## src/rtl/regfile_write_buffer.sv

```systemverilog
// Register-file write buffer: FIFO of pending writes drained onto one registered write port.
// Optional REGFILE_WRITE_COALESCE_EN merges same-address writes into the youngest entry.
module regfile_write_buffer #(
    parameter int DEPTH  = 4,
    parameter int ADDR_W = 7,
    parameter int DATA_W = 64
) (
    input  logic                     clock,
    input  logic                     reset,
    input  logic                     io_in_valid,
    output logic                     io_in_ready,
    input  logic [ADDR_W-1:0]        io_in_address,
    input  logic [DATA_W-1:0]        io_in_value,
    input  logic [7:0]               io_in_byteMask,
    input  logic                     io_drain_enable,
    output logic                     io_write_write,
    output logic [ADDR_W-1:0]        io_write_address,
    output logic [DATA_W-1:0]        io_write_value,
    output logic                     io_write_byteMask_0,
    output logic                     io_write_byteMask_1,
    output logic                     io_write_byteMask_2,
    output logic                     io_write_byteMask_3,
    output logic                     io_write_byteMask_4,
    output logic                     io_write_byteMask_5,
    output logic                     io_write_byteMask_6,
    output logic                     io_write_byteMask_7,
    output logic [$clog2(DEPTH):0]   io_count,
    output logic                     io_empty
);

    localparam int PW = $clog2(DEPTH);
    localparam int CW = PW + 1;
    localparam int BW = DATA_W / 8;

    logic [ADDR_W-1:0] q_addr [DEPTH];
    logic [DATA_W-1:0] q_data [DEPTH];
    logic [7:0]        q_mask [DEPTH];

    logic [PW-1:0]     head;
    logic [PW-1:0]     tail;
    logic [CW-1:0]     count;

    logic [ADDR_W-1:0] wr_addr;
    logic [DATA_W-1:0] wr_data;
    logic [7:0]        wr_mask;
    logic              wr_en;

    logic full;
    logic accept;
    logic nz;
    logic pop;
    logic merge;
    logic push;

    assign full        = (count == CW'(DEPTH));
    assign io_in_ready = !full;
    assign accept      = io_in_valid && !full;
    assign nz          = |io_in_byteMask;
    assign pop         = io_drain_enable && (count != '0);

`ifdef REGFILE_WRITE_COALESCE_EN
    logic [PW-1:0]     yng;
    logic [DATA_W-1:0] mrg_data;

    assign yng = tail + {PW{1'b1}};

    // The youngest entry may not be merged while it is leaving as head.
    assign merge = accept && nz && (count != '0)
                && (q_addr[yng] == io_in_address)
                && !((count == CW'(1)) && pop);

    always_comb begin
        mrg_data = q_data[yng];
        for (int i = 0; i < 8; i++) begin
            if (io_in_byteMask[i]) begin
                mrg_data[BW*i +: BW] = io_in_value[BW*i +: BW];
            end
        end
    end
`else
    assign merge = 1'b0;
`endif

    assign push = accept && nz && !merge;

    always_ff @(posedge clock or negedge reset) begin
        if (!reset) begin
            for (int i = 0; i < DEPTH; i++) begin
                q_addr[i] <= '0;
                q_data[i] <= '0;
                q_mask[i] <= '0;
            end
            head    <= '0;
            tail    <= '0;
            count   <= '0;
            wr_en   <= 1'b0;
            wr_addr <= '0;
            wr_data <= '0;
            wr_mask <= '0;
        end else begin
            if (push) begin
                q_addr[tail] <= io_in_address;
                q_data[tail] <= io_in_value;
                q_mask[tail] <= io_in_byteMask;
                tail         <= tail + PW'(1);
            end
`ifdef REGFILE_WRITE_COALESCE_EN
            if (merge) begin
                q_data[yng] <= mrg_data;
                q_mask[yng] <= q_mask[yng] | io_in_byteMask;
            end
`endif
            if (pop) begin
                wr_en   <= 1'b1;
                wr_addr <= q_addr[head];
                wr_data <= q_data[head];
                wr_mask <= q_mask[head];
                head    <= head + PW'(1);
            end else begin
                wr_en   <= 1'b0;
            end
            unique case ({push, pop})
                2'b10:   count <= count + CW'(1);
                2'b01:   count <= count - CW'(1);
                default: count <= count;
            endcase
        end
    end

    assign io_write_write      = wr_en;
    assign io_write_address    = wr_addr;
    assign io_write_value      = wr_data;
    assign io_write_byteMask_0 = wr_mask[0];
    assign io_write_byteMask_1 = wr_mask[1];
    assign io_write_byteMask_2 = wr_mask[2];
    assign io_write_byteMask_3 = wr_mask[3];
    assign io_write_byteMask_4 = wr_mask[4];
    assign io_write_byteMask_5 = wr_mask[5];
    assign io_write_byteMask_6 = wr_mask[6];
    assign io_write_byteMask_7 = wr_mask[7];
    assign io_count            = count;
    assign io_empty            = (count == '0);

endmodule

```

## config.mk

```make
export PLATFORM = sky130hd
export DESIGN_NAME = regfile_write_buffer
export DESIGN_NICKNAME = d
export VERILOG_FILES = /design/src/rtl/regfile_write_buffer.sv
export SDC_FILE = /design/constraint.sdc
export NUM_CORES = 1
export LEC_CHECK = 0
export BUFFER_PORTS_ARGS = -buffer_cell sky130_fd_sc_hd__buf_4
export CORE_MARGIN = 8
export CORE_UTILIZATION = 41
export DETAILED_ROUTE_END_ITERATION = 10
export PLACE_DENSITY = 0.61
export SYNTH_ARGS = -nofsm -noshare
export SYNTH_HDL_FRONTEND = slang
export SYNTH_SLANG_ARGS = --single-unit
```

## constraint.sdc

```tcl
create_clock -name clock -period 5.3 [get_ports clock]
set_clock_uncertainty 0.2 [all_clocks]
set_input_delay 0.795 -clock clock [delete_from_list [all_inputs] [get_ports clock]]
set_output_delay 0.795 -clock clock [all_outputs]
set_load 0.02 [all_outputs]
```

==> flow_summary.toml, run 1 <==
[outcome]
status = "finished, final reports clean"

[detailed_routing]
dr.max_layer_used = "met4"
postRouteAntennaNets = 0
vias = 9687
routed-wl-met2_mm = 17.8
met1_length_mm = 17.1
viasPerCell = 5.17
drt_first_pass_iters = 7
first_iter_violations = 566
drc = 0
wl_per_cell_um = 20.2
wl_mm = 37.7
met3_length_mm = 2.12

[worst_setup_path]
r2r.worst_path.cells = 9
critPathMaxFanout = 33
r2r_slack_ns = 2.19
startpoint_type = "flip-flop"
slowest_delay_ns = 0.60
r2r_start = "io_count[1]"
cp_common_cell = "xor2_1"
cp.required_ns = 5.54
rr_endpoint = "io_count[2]"
cp.arrival_ns = 3.36
worst_setup_path_end_kind = "flip-flop"
critPathKind = "reg2reg"
path_cells = "o31ai_4 -> buf_4 -> clkinv_2 -> ha_1 -> inv_1 -> fa_1 -> xor2_1 -> nor2_1 -> xor2_1"
cp_slowest_cell = "clkinv_2"

[clocking]
h-tree-depth = 2
clk_pin_slew_worst_paths_ns = 0.06
cts_root_buf = "clkbuf_16"
cts_tree = "done"
cts_setup_buffers = 0
clock_path_buffers = 3
cts.sinks = 403
cts_inserted_buffers = 45
clk_latency_ns = 0.57
cts_resized = 0
hold_buffers = 0

[cells_and_area]
nets = 1396
instances_no_fill = 1872
fillers = 3522
layout_commonest_cell = "dfrtp_1"
area_growth_pct = 20.0
multi_input_area_um2 = 6580
design_area_um2 = 20400
seq_area_um2 = 10100
final_cell_mix = "401 x dfrtp_1, 278 x mux2_2, 242 x nand2_1"
diodes = 0
layout-drive-gt1-share_pct = 46.6

[placed_design]
io_buffer_count = 167
gp_congestion = 0.714
dpl.hpwl_mm = 22.5
dp.cells = 1792
placed_area_um2 = 18800

[synthesis]
synth_top_family_by_area = "multiplexers"
syn_avg_cell_area_um2 = 14.9
ys_types = 23
synthAdderAreaFrac_pct = 0.487
synth_xor_area_share_pct = 0.310
netlist.area_leader.share_pct = 59.4
syn-num-nets = 1230
syn-cell-area_um2 = 17000
synthTopCellsByArea = "dfrtp_1 59%, mux2_2 18%, mux4_2 10%, nand2_1 5.4%, mux2_1 2.6%"
synth_largest_area_cell = "dfrtp_1"
synth-seq-area-share_pct = 59.4
syn_inst = 1141
ys_warn_count = 0
yosys.area_share.simple_pct = 5.73
synthMuxAreaShare_pct = 31.6
ys_ff_latch = 403
synth_compound_area_share_pct = 0.413

[floorplan]
core_um2 = 40800
dieArea_um2 = 48200
die_w_um = 219
ioPinCount = 168
die_h_um = 219
rows = 74
start_util_pct = 41.6

[sta]
period_share_pct = 58.7
worst_pin_slew_ns = 1.05
relSlewSlack_pct = 30.1
tns_ns = 0
timing.hold.ws_ns = 0.102
rsz0062_at_grt = "no"
fin_crit_ns = 3.11
finalHoldViolCount = 0
finalSetupViolations = 0
max_freq_mhz = 321
maxSlewViolCount = 0

[min_path]
min_path_type = "in2async"

[global_route]
grt_max_degree = 106
grt-ovfl-total = 0
grt_pass1_wl_mm = 61.4
grt_pass1_vias = 10700
antenna_found_initial = 0
grtUsageTotal_pct = 16.1

[power_and_ir_drop]
max-vdd-ir-drop_uv = 274
power_mw = 13.7
power.density_nw_per_um2 = 672
leakagePower_nw = 9.06

[job]
drv_cap = 0
[Yosys cell counts (all sizes together)]
cell    count
a211oi      5
buf        40
clkbuf     27
dfrtp     403
fa          1
ha          5
inv         9
mux2      317
mux2i       1
mux4       79
nand2     242
nor2        1
nor3        1
nor3b       1
nor4        2
o31ai       1
xnor2       4
xor2        2
[state kept, by name (all words and copies together) (netlist names)]
register,cells
q_mask,32
q_data,256
head,2
io_write_write,1
wr_mask,8
io_count,3
io_write_value,64
q_addr,28
tail,2
io_write_address,7
[critical path, delay by kind of cell, from the launching register on]
family | cells | cell delay (ns)
XOR/XNOR | 2 | 0.29
flip-flops | 1 | 0.45
adder cells (fa/ha/maj) | 2 | 0.65
AO/OA/AOI/OAI | 1 | 0.27
AND/OR/NAND/NOR | 1 | 0.06
buffers and inverters | 3 | 1.05
[worst max path at each step]
stage,from,end,slack (ns),cells after the start
detailed placement,io_drain_enable,io_count[2],1.90,10
CTS,io_count[1],io_count[2],2.11,9
floorplan,io_in_byteMask[1],io_count[2],2.59,9
global placement,io_drain_enable,io_count[2],1.86,10
global route,io_count[0],io_count[2],1.96,9
finish,io_count[1],io_count[2],2.19,9
[per-layer routing]
layer  GRT usage, %  up-vias
met5              0        -
li1               -     4337
met1           21.7     5143
met3           3.59       49
met2           25.6      158
met4           5.05        0
[per-stage QoR]
| step | worst slack [ns] | util (%) |
|---|---|---|
| after floorplan | 2.59 | - |
| after global placement | 1.86 | 46.1 |
| after detailed placement | 1.90 | 46.1 |
| after CTS | 2.11 | 49.9 |
| after global routing | 1.96 | 49.9 |
| final | 2.19 | 49.9 |
[final cells by class]
type | count | area share [%]
timing repair buffer | 186 | 7.20
tap | 532 | 3.27
sequential | 403 | 49.6
clock buffer | 70 | 6.89
inverter | 9 | 0.172
clock inverter | 10 | 0.633
multi-input combinational | 662 | 32.3
[power breakdown]
| part | switching (mW) | internal, mW | total [mW] |
|---|---|---|---|
| Clock | 1.23 | 1.96 | 3.18 |
| Combinational | 2.03 | 2.83 | 4.86 |
| Sequential | 0.998 | 4.65 | 5.65 |
| Total | 4.26 | 9.43 | 13.7 |
[cell families after synthesis]
family / Yosys count
buffers and inverters: 76
AND/OR/NAND/NOR: 247
flip-flops: 403
multiplexers: 397
AO/OA/AOI/OAI: 6
adder cells (fa/ha/maj): 6
XOR/XNOR: 6
No activity file was read; power rests on OpenSTA's default activity.
==> inputs of run 2 (changes only) <==
Settings changed: ABC_AREA from default to 1.
Clock period 5.3 ns to 3.09 ns, I/O delays scaled along.
==> flow_summary.toml, run 2 <==
[worst_setup_path]
worst_setup_path_end_kind = "flip-flop"
path_cells = "dlygate4sd3_1 -> buf_4 -> inv_1 -> nand2_1 -> nor2_1 -> nand2_8 -> nand2_1 -> ha_1 -> inv_1 -> fa_1 -> a21oi_1 -> o21ai_0 -> xor2_1"
cp.required_ns = 3.33
critPathMaxFanout = 5
cp.arrival_ns = 2.78
cp_slowest_cell = "dlygate4sd3_1"
critPathKind = "in2reg"
startpoint_type = "input pin"
slowest_delay_ns = 0.55

[detailed_routing]
wl_mm = 58.2
postRouteAntennaNets = 0
viasPerCell = 5.51
vias = 17000
drc = 0
wl_per_cell_um = 18.9
first_iter_violations = 1695
drt_first_pass_iters = 7

[power_and_ir_drop]
power.density_nw_per_um2 = 1110
max-vdd-ir-drop_uv = 720
leakagePower_nw = 11.2
power_mw = 25.1

[cells_and_area]
instances_no_fill = 3087
area_growth_pct = 21.7
largest_reg_flops = 256
final_cell_mix = "644 x nand2_1, 480 x nor2_1, 401 x dfrtp_1"
design_area_um2 = 22700
layout-drive-gt1-share_pct = 11.7
top_register = "q_data"
fillers = 4237
layout_commonest_cell = "nand2_1"
nets = 2545

[clocking]
cts_inserted_buffers = 45
clk_pin_slew_worst_paths_ns = 0.06
cts_resized = 0
clock_path_buffers = 3
h-tree-depth = 2
cts_setup_buffers = 0
clk_latency_ns = 0.57
hold_buffers = 80
cts_root_buf = "clkbuf_16"
cts_tree = "done"
cts.sinks = 403

[floorplan]
die_h_um = 229
ioPinCount = 168
core_um2 = 45200
rows = 78
die_w_um = 229
start_util_pct = 41.3
dieArea_um2 = 52600

[outcome]
status = "finished, final reports clean"

[global_route]
grt_pass1_vias = 17000
busiest_layer = "met2"
grt-ovfl-total = 0
grtUsageTotal_pct = 21.9
grt_max_degree = 161
antenna_found_initial = 1
use_met2_pct = 35.0
grt.met1_usage_pct = 29.8
grt_pass1_wl_mm = 95.0
grtUsageMet3_pct = 4.10

[synthesis]
ys_warn_count = 0
syn-cell-area_um2 = 18700
syn_avg_cell_area_um2 = 8.02
synth-seq-area-share_pct = 54.1
synthArstFlopShare_pct = 100
ys_top_cells_by_count = "645 x nand2_1, 480 x nor2_1, 403 x dfrtp_1"
syn_inst = 2325
ys_types = 22
synth_largest_area_cell = "dfrtp_1"
syn-num-nets = 2414
synthTopCellsByArea = "dfrtp_1 54%, nand2_1 13%, nand4_1 11%, nor2_1 9.7%, o21ai_0 3.9%"
synth-edff-count = 0
ys_ff_latch = 403
netlist.area_leader.share_pct = 54.1
yosysMostFrequentCell = "nand2_1"
synth-main-ff-cell = "dfrtp_1"

[sta]
finalHoldViolCount = 0
relSlewSlack_pct = 19.6
period_share_pct = 82.2
maxSlewViolCount = 0
rsz0062_at_grt = "no"
fin_crit_ns = 2.54
max_freq_mhz = 394
finalSetupViolations = 0
worst_pin_slew_ns = 1.21
timing.hold.ws_ns = 0.176
tns_ns = 0

[placed_design]
gp_congestion = 0.765
placed_area_um2 = 20400
dpl.hpwl_mm = 30.7
io_buffer_count = 167
dp.cells = 2929

[job]
drv_cap = 0

[min_path]
min_path_type = "in2reg"
## run 2: cell count changes after synthesis, sizes merged, moves of 5 or more
cell / delta
mux2: -317
o21ai: +160
mux4: -79
inv: +9
a21oi: +81
clkbuf: +64
buf: +75
nand2: +404
nand3: +6
a211oi: -5
nor2: +479
nand4: +316
## run 2: final timing paths
| check | startpoint | end | slack (ns) | cells past startpoint |
|---|---|---|---|---|
| max | io_in_byteMask[0] | io_count[2] | 0.55 | 13 |
| min | io_in_valid | tail[0] | 0.18 | 6 |
| max reg2reg | io_count[0] | q_data[75] | 0.73 | 6 |
| min reg2reg | q_data[117] | q_data[117] | 0.26 | 2 |
| max in group asynchronous | reset | q_data[44] | 1.60 | 3 |
| min in group asynchronous | reset | q_mask[25] | 0.25 | 2 |
## run 2: cell type report
type / count / area [um^2] / area share (%)
clock inverter: 8 / 144 / 0.634
timing repair buffer: 290 / 2600 / 11.4
multi-input combinational: 1698 / 7680 / 33.8
antenna: 1 / 2.50 / 0.0110
sequential: 403 / 10100 / 44.5
tap: 600 / 751 / 3.31
clock buffer: 69 / 1360 / 5.99
inverter: 18 / 71.3 / 0.314
## run 2: stage by stage
step / utilization [%] / setup WS [ns]
after global placement: 45.1 / 0.462
final: 50.2 / 0.550
after CTS: 50.2 / 0.589
after floorplan: - / 0.675
after global routing: 50.2 / 0.490
after detailed placement: 45.1 / 0.563
## run 2: logic make-up after synthesis
logic type | share of synthesized area (%)
AND/OR/NAND/NOR | 33.5
flip-flops | 54.1
AO/OA/AOI/OAI | 6.53
buffers and inverters | 5.29
adder cells (fa/ha/maj) | 0.443
XOR/XNOR | 0.141
## run 2: critical path, delay by kind of cell
family / cells / cell delay (ns)
and+or+nand+nor: 4 / 0.55
buffers and inverters: 4 / 0.82
AOI/OAI and AO/OA: 2 / 0.26
xor gates and xnor gates: 1 / 0.15
adders and majority gates: 2 / 0.53
## run 2: metal layers
| layer | up-vias | wire, um |
|---|---|---|
| met5 | - | 0 |
| met4 | 0 | 1380 |
| met3 | 93 | 3460 |
| met2 | 502 | 27100 |
| met1 | 8419 | 26300 |
| li1 | 7981 | - |
## run 2: where the power goes
part	internal (mW)	leakage [nW]	switching, mW	total (mW)
Clock	3.34	0.738	2.16	5.50
Combinational	3.57	5.46	6.78	10.4
Sequential	7.78	4.97	1.51	9.29
Total	14.7	11.2	10.5	25.1
